**config.mk**
```make
export PLATFORM = sky130hd
export DESIGN_NAME = reg_pipe
export DESIGN_NICKNAME = d
export VERILOG_FILES = /design/src/rtl/reg_pipe_pkg.sv /design/src/rtl/reg_pipe_stage.sv /design/src/rtl/reg_pipe.sv
export SDC_FILE = /design/constraint.sdc
export NUM_CORES = 1
export LEC_CHECK = 0
export CORE_MARGIN = 4
export CORE_UTILIZATION = 45
export DETAILED_ROUTE_END_ITERATION = 6
export PLACE_DENSITY_LB_ADDON = 0.15
export SETUP_SLACK_MARGIN = 0.15
export SKIP_CTS_REPAIR_TIMING = 1
export SLEW_MARGIN = 10
export SYNTH_ARGS = -nofsm -noshare
export SYNTH_HDL_FRONTEND = slang
export SYNTH_SLANG_ARGS = --single-unit
```
**constraint.sdc**
```tcl
create_clock -name clk -period 5.2 [get_ports clk]
set_input_delay 1.04 -clock clk [delete_from_list [all_inputs] [get_ports clk]]
set_output_delay 1.04 -clock clk [all_outputs]
set_load 0.02 [all_outputs]
```
**src/rtl/reg_pipe_pkg.sv**
```systemverilog
// Shared helpers for the reg_pipe slice: width arithmetic used to size
// the occupancy counter.
package reg_pipe_pkg;

    // Ceiling log2: the number of bits needed to index `value` distinct items.
    function automatic int clog2(input int value);
        int result;
        int remaining;
        result    = 0;
        remaining = value - 1;
        while (remaining > 0) begin
            result++;
            remaining = remaining >> 1;
        end
        return result;
    endfunction

endpackage

```
**src/rtl/reg_pipe_stage.sv**
```systemverilog
// One register stage of reg_pipe: a data word plus its valid flag.
// Reset reloads the data; flush only drops the valid flag so the data
// register is left untouched.
module reg_pipe_stage
    import reg_pipe_pkg::*;
#(
    parameter int               WIDTH       = 8,
    parameter logic [WIDTH-1:0] RESET_VALUE = '0
) (
    input  logic             clk,
    input  logic             reset,
    input  logic             flush,
    input  logic             load,
    input  logic [WIDTH-1:0] d_in,
    input  logic             v_in,
    output logic [WIDTH-1:0] d_out,
    output logic             v_out
);

    logic [WIDTH-1:0] d_reg;
    logic             v_reg;

    // Stage state: reset beats flush, flush beats a load, otherwise hold.
    always_ff @(posedge clk) begin
        if (reset) begin
            d_reg <= RESET_VALUE;
            v_reg <= 1'b0;
        end else if (flush) begin
            v_reg <= 1'b0;
        end else if (load) begin
            d_reg <= d_in;
            v_reg <= v_in;
        end
    end

    assign d_out = d_reg;
    assign v_out = v_reg;

endmodule

```
**src/rtl/reg_pipe.sv**
```systemverilog
// Elastic register pipeline of DEPTH stages with bubble collapsing.
// Each stage moves forward when the stage after it is empty or is itself
// moving, so back-pressure from out_ready ripples combinationally to
// in_ready while the output stays fully registered.
module reg_pipe
    import reg_pipe_pkg::*;
#(
    parameter int               WIDTH       = 8,
    parameter int               DEPTH       = 3,
    parameter logic [WIDTH-1:0] RESET_VALUE = '0,
    localparam int              OCC_W       = clog2(DEPTH + 1)
) (
    input  logic             clk,
    input  logic             reset,
    input  logic             flush,
    input  logic             in_valid,
    input  logic [WIDTH-1:0] in_data,
    output logic             in_ready,
    output logic             out_valid,
    output logic [WIDTH-1:0] out_data,
    input  logic             out_ready,
    output logic [OCC_W-1:0] occupancy
);

    // Per-stage views; unpacked so the advance chain is a set of
    // independent nets rather than one self-referencing vector.
    logic [WIDTH-1:0] stage_data  [DEPTH];
    logic             stage_valid [DEPTH];
    logic             advance     [DEPTH];

    logic             in_ready_w;
    logic             in_fire;
    logic             out_fire;
    logic [OCC_W-1:0] occupancy_reg;
    logic [OCC_W-1:0] occupancy_next;

    genvar gi;
    generate
        for (gi = 0; gi < DEPTH; gi++) begin : g_stage
            logic [WIDTH-1:0] d_in_w;
            logic             v_in_w;
            logic             load_w;

            // Stage 0 takes the upstream port; later stages take their predecessor.
            if (gi == 0) begin : g_head
                assign d_in_w = in_data;
                assign v_in_w = in_valid;
                assign load_w = in_ready_w;
            end else begin : g_body
                assign d_in_w = stage_data[gi-1];
                assign v_in_w = stage_valid[gi-1];
                assign load_w = advance[gi-1];
            end

            // Last stage drains on out_ready; earlier stages move into an
            // empty or moving successor (this is what collapses bubbles).
            if (gi == DEPTH - 1) begin : g_tail
                assign advance[gi] = out_ready;
            end else begin : g_mid
                assign advance[gi] = !stage_valid[gi+1] || advance[gi+1];
            end

            reg_pipe_stage #(
                .WIDTH       (WIDTH),
                .RESET_VALUE (RESET_VALUE)
            ) u_stage (
                .clk   (clk),
                .reset (reset),
                .flush (flush),
                .load  (load_w),
                .d_in  (d_in_w),
                .v_in  (v_in_w),
                .d_out (stage_data[gi]),
                .v_out (stage_valid[gi])
            );
        end
    endgenerate

    assign in_ready_w = !flush && (!stage_valid[0] || advance[0]);
    assign in_ready   = in_ready_w;
    assign out_valid  = stage_valid[DEPTH-1] && !flush;
    assign out_data   = stage_data[DEPTH-1];

    assign in_fire  = in_valid && in_ready_w;
    assign out_fire = out_valid && out_ready;

    // Next occupancy: net change of one at most, cleared by flush.
    always_comb begin
        occupancy_next = occupancy_reg;
        if (flush) begin
            occupancy_next = '0;
        end else if (in_fire && !out_fire) begin
            occupancy_next = occupancy_reg + OCC_W'(1);
        end else if (!in_fire && out_fire) begin
            occupancy_next = occupancy_reg - OCC_W'(1);
        end
    end

    // Occupancy register.
    always_ff @(posedge clk) begin
        if (reset) begin
            occupancy_reg <= '0;
        end else begin
            occupancy_reg <= occupancy_next;
        end
    end

    assign occupancy = occupancy_reg;

endmodule

```
After elaboration in Yosys (flattened, before gate mapping) --
Cells that the tools add are included. W data, S select, Z words.
Operators by class: bitwise gates (word level) 1, equal/unequal tests 0, add/subtract/negate cells 2, multiply operators 0, reduce and logical (&&, ||, !) cells 20, muxes and demuxes 2, div/mod/pow operators 0, $lt $le $gt $ge 0, shift operators 0
Operators with widths (count):
- $logic_and A1 B1 Y1 | 6
- $logic_not A1 Y1 | 6
- $reduce_and A2 Y1 | 3
- $mux W2 | 2
- $logic_or A1 B1 Y1 | 3
- $add A2 B1 Y2 const B | 1
- $reduce_bool A2 Y1 | 1
- $reduce_or A2 Y1 | 1
- $sub A2 B1 Y2 const B | 1
- $not A1 Y1 | 1
Storage, ports and cells: latch bits 0, bits of input ports 13, ROM bits 0, output and inout bits 12, bits in registers 29, memories 0, word-level logic and storage cells 32, RAM bits 0

Longest topological paths before layout --
Gate-level depths: netlist of the first run.
word-level depth 10, gate-level depth with buffers 8, mapped depth without buffers 7

Hierarchy --
Synthesis of the first run repeated with hierarchy kept, for this count alone.
Second synthesis, totals: cells, all modules 130, area total of the unflattened synthesis 1336.3 µm²
By module, submodules not included:
- reg_pipe_stage | seq. area each 180.2 µm², instances 3, cells an instance 38, area an instance 401.6 µm²
- reg_pipe | seq. area each 40.0 µm², instances 1, cells an instance 16, area an instance 131.4 µm²

Worst setup path after synthesis of the first run --
Ideal clock, no wire load.
kind input port to output port, from input port flush, to output port in_ready, buffers on the path 2, required time 4160 ps, stages 3, path slack 2626 ps, arrival 1534 ps, path through buf_2 > a31oi_1 > buf_4
On the way: longest elaborated chain between the ends 2
RTL lines:
- from (decl) | RTL line reg_pipe.sv:15 | input logic flush,
- $logic_not A1 Y1 | RTL line reg_pipe.sv:79 | assign in_ready_w = !flush && (!stage_valid[0] || advance[0]);
- $logic_and A1 B1 Y1 | RTL line reg_pipe.sv:79
- to (decl) | RTL line reg_pipe.sv:18 | output logic in_ready,
Every way passes these cells.

Worst setup path after layout of the first run --
Ends and elaborated chain as after synthesis.

==> impl_metrics.toml, run 1 <==
[detailed_routing]
dr.pass1.iters = 4
drtIter0Drc = 21
finalWirelength_microns = 2200
drc = 0
ant_nets = 0
viasPerCell = 5.140
routedWlPerCell_microns = 12.29
vias = 920

[critical_path]
cpMostUsedCell = "clkdlybuf4s50_1"
crit_type = "in2out"
cp_cell_sequence = "clkdlybuf4s50_1 -> a31oi_1 -> buf_4 -> clkdlybuf4s50_1"
crit_arrival_ns = 2.82
worst_setup_path_end_kind = "output port"
crit_buf_inv = 3
startpoint_type = "input port"
crit_fanout = 16
cpLargestDelayFamily = "buffers and inverters"
cpMaxStageDelayCell = "clkdlybuf4s50_1"
crit_required_ns = 4.16
slowest_delay_ns = 0.66

[synthesis]
syn_nets = 138
synth_edf_count = 0
async_flop_share_pct = 0
ys_ff_latch = 29
ys_types = 25
synth_area_leaders = "dfxtp_1 (48%), mux2i_1 (13%), nand2b_1 (13%)"
synth_common_cells = "dfxtp_1 (29), nand2b_1 (25), mux2i_1 (16)"
synth.most_common_cell = "dfxtp_1"
synth_top_area_share_pct = 48.33
syn_inst = 124
yosys_most_used_dff = "dfxtp_1"
synth.largest_area_cell = "dfxtp_1"
syn-cell-area_sq_um = 1201
yosysSeqAreaShare_pct = 48.33
synth-warning-count = 0
avgSynthCellArea_sq_um = 9.687

[power]
finalPower_uw = 433.3
powerDensity_nw_per_um2 = 285.7
leakage_nw = 0.5786
ir_drop_uv = 209.5

[global_routing]
grt_usage_pct = 14.85
first_global_vias = 887
grt_pass1_wl_microns = 3905
grt_start_max_net_pins = 36
grt_overflow = 0
antenna_found_initial = 0

[timing]
finalSetupViolations = 0
hold_viol_final = 0
max-slew-margin-rel_pct = 37.99
max_freq_mhz = 258.9
fin_tns_setup_ns = 0
drv_slew = 0
rsz0062_at_grt = "no"
timing.final.crit_share_pct = 74.28
clock_skew_ns = 0.009816
fin_crit_ns = 3.862
worstMarginPinSlew_ns = 0.9273
whs_ns = 0.4796

[place]
port_buffers = 24
routabilityCongestion = 0.7636
place_area_sq_um = 1446
hpwl_microns = 1568

[floorplanning]
dieHeight_microns = 59.67
fp.dieW_microns = 59.67
io_pins = 25
rows = 18
core-area_sq_um = 2522
initial_core_util_pct = 47.62
fp.dieArea_sq_um = 3560

[status]
status = "finished clean"

[clock_tree]
clock_path_buffers = 2
cts_tree = "done"
htree_levels = 2
cts_buffers = 5
clock_latency_ns = 0.33
cts.sinks = 29
cts_root_buf = "clkbuf_4"
clk_pin_slew_ns = 0.09

[min_path]
hold_path.class = "reg2reg"

[run]
maxCapViolCount = 0

[finish]
drive_above_1_share_pct = 7.383
largest_register_ffs = 24
n_antenna_cell = 0
area_delta_synth_final_pct = 26.25
layout.nets = 162
fin_area_sq_um = 1516
## where the power goes
part,switching [mW],internal (mW),total [mW]
combinational,0.0199,0.0237,0.0436
clock,0.0776,0.0782,0.156
sequential,0.00365,0.230,0.234
total,0.101,0.332,0.433
## cell usage in the layout, fill, tap and decap left out, drive strengths merged
| cell | count |
|---|---|
| a21boi | 1 |
| a21o | 1 |
| a21oi | 10 |
| a31oi | 1 |
| and2 | 1 |
| buf | 1 |
| clkbuf | 7 |
| clkdlybuf4s50 | 24 |
| clkinv | 1 |
| dfxtp | 29 |
| ha | 1 |
| inv | 1 |
| mux2i | 16 |
| nand2 | 3 |
| nand2b | 25 |
| nand3 | 8 |
| nor2 | 1 |
| nor2b | 2 |
| nor3 | 2 |
| o21a | 1 |
| o21ai | 10 |
| or3 | 1 |
| xor2 | 2 |
## final cells by class
type,count,area [sq um]
tap,30,37.54
timing repair buffer,25,247.7
clock buffer,7,65.06
inverter,1,3.754
fill,227,1006
clock inverter,1,5.005
multi-input combinational,86,576.8
sequential,29,580.6
## kinds of logic after synthesis
| logic type | Yosys count | share of synthesized area, % |
|---|---|---|
| buffers and inverters | 9 | 3.646 |
| flip-flops | 29 | 48.33 |
| XOR/XNOR | 2 | 1.459 |
| AND/OR/NAND/NOR | 43 | 21.15 |
| multiplexers | 16 | 13.33 |
| AO/OA/AOI/OAI | 24 | 11.04 |
| adder cells (fa/ha/maj) | 1 | 1.042 |
## final timing paths
| path | from | to | slack (ns) | cells after the start |
|---|---|---|---|---|
| hold / removal | g_stage[0].u_stage.d_out[0] | g_stage[1].u_stage.d_out[0] | 0.48 | 2 |
| setup reg to reg | g_stage[2].u_stage.v_out | occupancy[1] | 3.13 | 7 |
| hold reg to reg | g_stage[0].u_stage.d_out[0] | g_stage[1].u_stage.d_out[0] | 0.48 | 2 |
| setup / recovery | flush | in_ready | 1.34 | 4 |
## metal layers
layer / share of wire, % / up-vias / GRT usage (%)
met5: 0 / - / 0
met4: 2.0 / 0 / 6.962
met3: 6.9 / 5 / 6.695
met2: 44 / 25 / 22.07
met1: 47 / 417 / 18.19
li1: - / 473 / -
## worst min-delay path, stage by stage, from the launching register on
cell and delay, ns:
dfxtp_1 0.30, nand2b_1 0.08, mux2i_1 0.07
## per-stage QoR
step	worst slack (ns)	utilization, %	cells
finish	1.338	60.12	179
global placement	1.365	57.34	171
global route	1.238	60.12	179
floorplan	2.626	-	124
detailed placement	1.329	57.34	171
CTS	1.328	60.12	179
No activity file was read; power rests on OpenSTA's default activity.
==> inputs of run 2 (changes only) <==
--- a/config.mk
+++ b/config.mk
@@ -6,7 +6,7 @@
 export NUM_CORES = 1
 export LEC_CHECK = 0
 export CORE_MARGIN = 4
-export CORE_UTILIZATION = 45
+export CORE_UTILIZATION = 44
 export DETAILED_ROUTE_END_ITERATION = 6
 export PLACE_DENSITY_LB_ADDON = 0.15
 export SETUP_SLACK_MARGIN = 0.15
==> constraint.sdc (replaced) <==
create_clock -name clk -period 3.5 [get_ports clk]
set_input_delay 0.7 -clock clk [delete_from_list [all_inputs] [get_ports clk]]
set_output_delay 0.7 -clock clk [all_outputs]
set_load 0.02 [all_outputs]
==> run 2 against run 1 <==
  * Die area up 2.0%
  * Clock power up 48%
  * Cell area grew 0.50%
  * Global-route usage down 0.73 points
  * Sequential cell count did not move
  * Clock-buffer cell count did not move
  * Largest power group unchanged
  * Worst setup slack worse by 0.78 ns
==> impl_metrics.toml, run 2 (synthesis gave the netlist of run 1 again) <==
[status]
status = "finished clean"

[detailed_routing]
drc = 0
dr.pass1.iters = 4
ant_nets = 0
drtIter0Drc = 23
vias = 908
routedWlPerCell_microns = 12.56
finalWirelength_microns = 2261
viasPerCell = 5.044

[clock_tree]
clock_path_buffers = 2
clk_pin_slew_ns = 0.09
cts_buffers = 5
clock_latency_ns = 0.32
cts.sinks = 29
cts_root_buf = "clkbuf_4"
cts_tree = "done"
htree_levels = 2

[floorplanning]
io_pins = 25
initial_core_util_pct = 47.20
fp.dieW_microns = 60.25
fp.dieArea_sq_um = 3630
dieHeight_microns = 60.25
core-area_sq_um = 2545
rows = 18

[timing]
drv_slew = 0
fin_tns_setup_ns = 0
whs_ns = 0.4760
clock_skew_ns = 0.005587
hold_viol_final = 0
timing.final.crit_share_pct = 84.14
worstMarginPinSlew_ns = 0.9359
max_freq_mhz = 339.6
max-slew-margin-rel_pct = 37.41
rsz0062_at_grt = "no"
fin_crit_ns = 2.945
finalSetupViolations = 0

[finish]
area_delta_synth_final_pct = 26.87
layout.nets = 163
final_common_cell = "dfxtp_1"
drive_above_1_share_pct = 8.000
n_antenna_cell = 0
largest_register_ffs = 24
final_cell_mix = "dfxtp_1 (29), nand2b_1 (25), clkdlybuf4s50_1 (24)"

[global_routing]
grt_overflow = 0
grt_start_max_net_pins = 36
first_global_vias = 829
grt_usage_pct = 14.11
grt_pass1_wl_microns = 3622
antenna_found_initial = 0

[place]
port_buffers = 24
routabilityCongestion = 0.7164
hpwl_microns = 1613

[critical_path]
worst_setup_path_end_kind = "output port"
crit_arrival_ns = 2.24
crit_fanout = 13
crit_required_ns = 2.80
startpoint_type = "input port"
crit_type = "in2out"

[power]
sw_frac_of_total_pct = 23.34
seqPwrFrac_pct = 53.9
clkPwrFrac_pct = 35.8
comb_power_share_pct = 10.2
ir_drop_uv = 255.0
p_int_uw = 494.3
leakage_nw = 0.5834
powerDensity_nw_per_um2 = 423.1
net-switching-power_uw = 150.5

[min_path]
hold_path.class = "reg2reg"

[run]
maxCapViolCount = 0
[run 2: per-stage QoR]
| step | util (%) | instances | power (mW) | setup slack (ns) | instance area, sq um |
|---|---|---|---|---|---|
| floorplan | - | 124 | 0.3941 | 1.350 | 1201 |
| global placement | 57.13 | 172 | 0.4202 | 0.5800 | 1454 |
| detailed placement | 57.13 | 172 | 0.4222 | 0.5466 | 1454 |
| CTS | 59.88 | 180 | 0.6521 | 0.5447 | 1524 |
| global route | 59.88 | 180 | 0.6758 | 0.4788 | 1524 |
| finish | 59.88 | 180 | 0.6449 | 0.5551 | 1524 |
[run 2: power groups by stage]
stage	Clock (mW)	Sequential [mW]	Combinational, mW
after floorplan	0	0.357	0.0373
after global placement	0	0.355	0.0651
after detailed placement	0	0.355	0.0667
after CTS	0.238	0.348	0.0668
after global routing	0.255	0.349	0.0718
final	0.231	0.348	0.0660
[run 2: layout make-up]
type	count	area, sq um
clock buffers	7	65.06
clock inverters	1	5.005
fillers	231	1021
inverters	1	3.754
multi-input cells	86	576.8
flip-flops and latches	29	580.6
well taps	30	37.54
repair buffers	26	255.2
[run 2: worst paths after layout]
kind / end / from / cells after the start / slack, ns
setup / recovery: in_ready / out_ready / 4 / 0.56
hold / removal: g_stage[2].u_stage.d_out[7] / g_stage[1].u_stage.d_out[7] / 2 / 0.48
setup reg to reg: occupancy[1] / g_stage[2].u_stage.v_out / 7 / 1.37
hold reg to reg: g_stage[2].u_stage.d_out[7] / g_stage[1].u_stage.d_out[7] / 2 / 0.48
[run 2: worst max-delay path, stage by stage]
cell	delay, ns
clkdlybuf4s50_1	0.55
nor2b_4	0.10
a31oi_1	0.24
clkdlybuf4s50_1	0.65
[run 2: per-layer routing]
| metal | GRT usage [%] | part of all wire [%] | up-vias |
|---|---|---|---|
| li1 | - | - | 470 |
| met1 | 17.43 | 47 | 412 |
| met2 | 20.22 | 46 | 24 |
| met3 | 6.479 | 5.9 | 2 |
| met4 | 7.595 | 0.88 | 0 |
| met5 | 0 | 0 | - |
==> inputs of run 3 (changes only) <==
==> constraint.sdc (replaced) <==
create_clock -name clk -period 2.7 [get_ports clk]
set_input_delay 0.54 -clock clk [delete_from_list [all_inputs] [get_ports clk]]
set_output_delay 0.54 -clock clk [all_outputs]
set_load 0.02 [all_outputs]
==> run 3 against run 2 <==
  * Clock power grew 12%
  * Register-to-register slack got worse by 0.60 ns
  * Wire length up 0.18%
  * Cell area is 1.3% higher
  * Clock-buffer cell count stayed put
  * Sequential cell count did not move
  * Hold slack got worse by 0.0056 ns
  * First-iteration DRC count decreased by 61%
  * Combinational power rose by 35%
  * Sequential share of layout area decreased by 0.49 points
  * Non-clock buffer count increased by 4
  * Critical endpoint is now occupancy[1]
  * Largest power group unchanged
  * Highest routed layer unchanged
==> impl_metrics.toml, run 3 (synthesis gave the netlist of run 1 again) <==
[critical_path]
crit_fanout = 9
crit_arrival_ns = 2.55
crit_type = "in2reg"
reg2reg_setup_slack_ns = 0.77
startpoint_type = "input port"
ff2ff_path_depth = 7
timing.rr.end = "occupancy[1]"
crit_required_ns = 2.95
r2r-start = "g_stage[2].u_stage.v_out"
worst_setup_path_end_kind = "flip-flop"

[detailed_routing]
drtIter0Drc = 9
finalWirelength_microns = 2265
dr.pass1.iters = 2
drc = 0
viasPerCell = 5.126
routedWlPerCell_microns = 12.38
ant_nets = 0
vias = 938

[floorplanning]
core-area_sq_um = 2545
io_pins = 25
fp.dieArea_sq_um = 3630
fp.dieW_microns = 60.25
rows = 18
dieHeight_microns = 60.25
initial_core_util_pct = 47.20

[finish]
multiInputGateArea_sq_um = 576.8
final-seq-area_sq_um = 580.6
layout.nets = 167
fin_area_sq_um = 1544
largest_register_ffs = 24
drive_above_1_share_pct = 9.150
area_delta_synth_final_pct = 28.54
final_common_cell = "dfxtp_1"
fillerInstances = 223
final_cell_mix = "dfxtp_1 (29), nand2b_1 (25), clkdlybuf4s50_1 (22)"
n_antenna_cell = 0

[power]
ir_drop_uv = 451.2
leakage_nw = 0.6212
finalPower_uw = 798.4
powerDensity_nw_per_um2 = 517.1

[timing]
fin_crit_ns = 2.303
drv_slew = 0
fin_ws_ns = 0.3971
timing.final.crit_share_pct = 85.29
finalSetupViolations = 0
hold_viol_final = 0
fin_tns_setup_ns = 0
rsz0062_at_grt = "no"
clock_skew_ns = 0.004783
worstMarginPinSlew_ns = 0.4649
max_freq_mhz = 434.2
max-slew-margin-rel_pct = 69.01

[place]
place_area_sq_um = 1484
port_buffers = 24
routabilityCongestion = 0.7631
hpwl_microns = 1738
pre_cts_slack_ns = 0.04046

[min_path]
worst_hold_path.endpoint = "g_stage[2].u_stage.d_out[4]"
worstHoldPathCells = 2
hold_start = "g_stage[1].u_stage.d_out[4]"
hold_path.class = "reg2reg"

[global_routing]
first_global_vias = 928
grt_usage_pct = 15.08
grt_pass1_wl_microns = 3988
grt_start_max_net_pins = 16
antenna_found_initial = 0
grt_overflow = 0

[clock_tree]
cts.sinks = 29
cts_buffers = 5
cts_root_buf = "clkbuf_4"
clock_latency_ns = 0.32
htree_levels = 2
clock_path_buffers = 2
cts_tree = "done"
clk_pin_slew_ns = 0.09

[status]
status = "finished clean"

[run]
maxCapViolCount = 0
[run 3: metal layers]
| metal | share of wire [%] | vias to the layer above | track usage [%] |
|---|---|---|---|
| li1 | - | 478 | - |
| met1 | 45 | 435 | 16.86 |
| met2 | 48 | 19 | 24.69 |
| met3 | 5.8 | 6 | 6.479 |
| met4 | 1.9 | 0 | 6.646 |
| met5 | 0 | - | 0 |
[run 3: through the flow]
step           hold WS, ns  std cells  utilization [%]
2_1_floorplan       0.4442        124                -
3_3_place_gp        0.4564        176            58.31
3_5_place_dp        0.4584        176            58.31
4_1_cts             0.4714        183            60.47
5_1_grt             0.4830        183            60.67
6_report            0.4704        183            60.67
[run 3: where the power goes]
part / internal (mW) / switching (mW)
clock network: 0.123 / 0.136
registers: 0.443 / 0.00750
logic: 0.0492 / 0.0396
total: 0.615 / 0.183
[run 3: critical path, cell delays in order]
cell	delay (ns)
clkdlybuf4s50_1	0.54
nor2b_4	0.06
a31oi_1	0.25
buf_4	0.25
and2_1	0.15
ha_1	0.26
or3_1	0.35
a21boi_0	0.15
[run 3: how the worst max path moves through the flow]
| stage | startpoint | cells after the start | slack, ns | endpoint |
|---|---|---|---|---|
| global placement | out_ready | 8 | 0.09 | occupancy[1] |
| finish | out_ready | 8 | 0.40 | occupancy[1] |
| detailed placement | out_ready | 8 | 0.04 | occupancy[1] |
| global route | out_ready | 8 | 0.28 | occupancy[1] |
| CTS | out_ready | 4 | 0.10 | in_ready |
| floorplan | flush | 6 | 0.71 | occupancy[1] |
[run 3: area by class of cell]
cell class                 count  share of cell area (%)
sequential                    29                   37.60
multi-input combinational     86                   37.36
timing repair buffer          30                   18.80
clock buffer                   7                   3.566
tap                           30                   2.431
inverter                       1                  0.2431
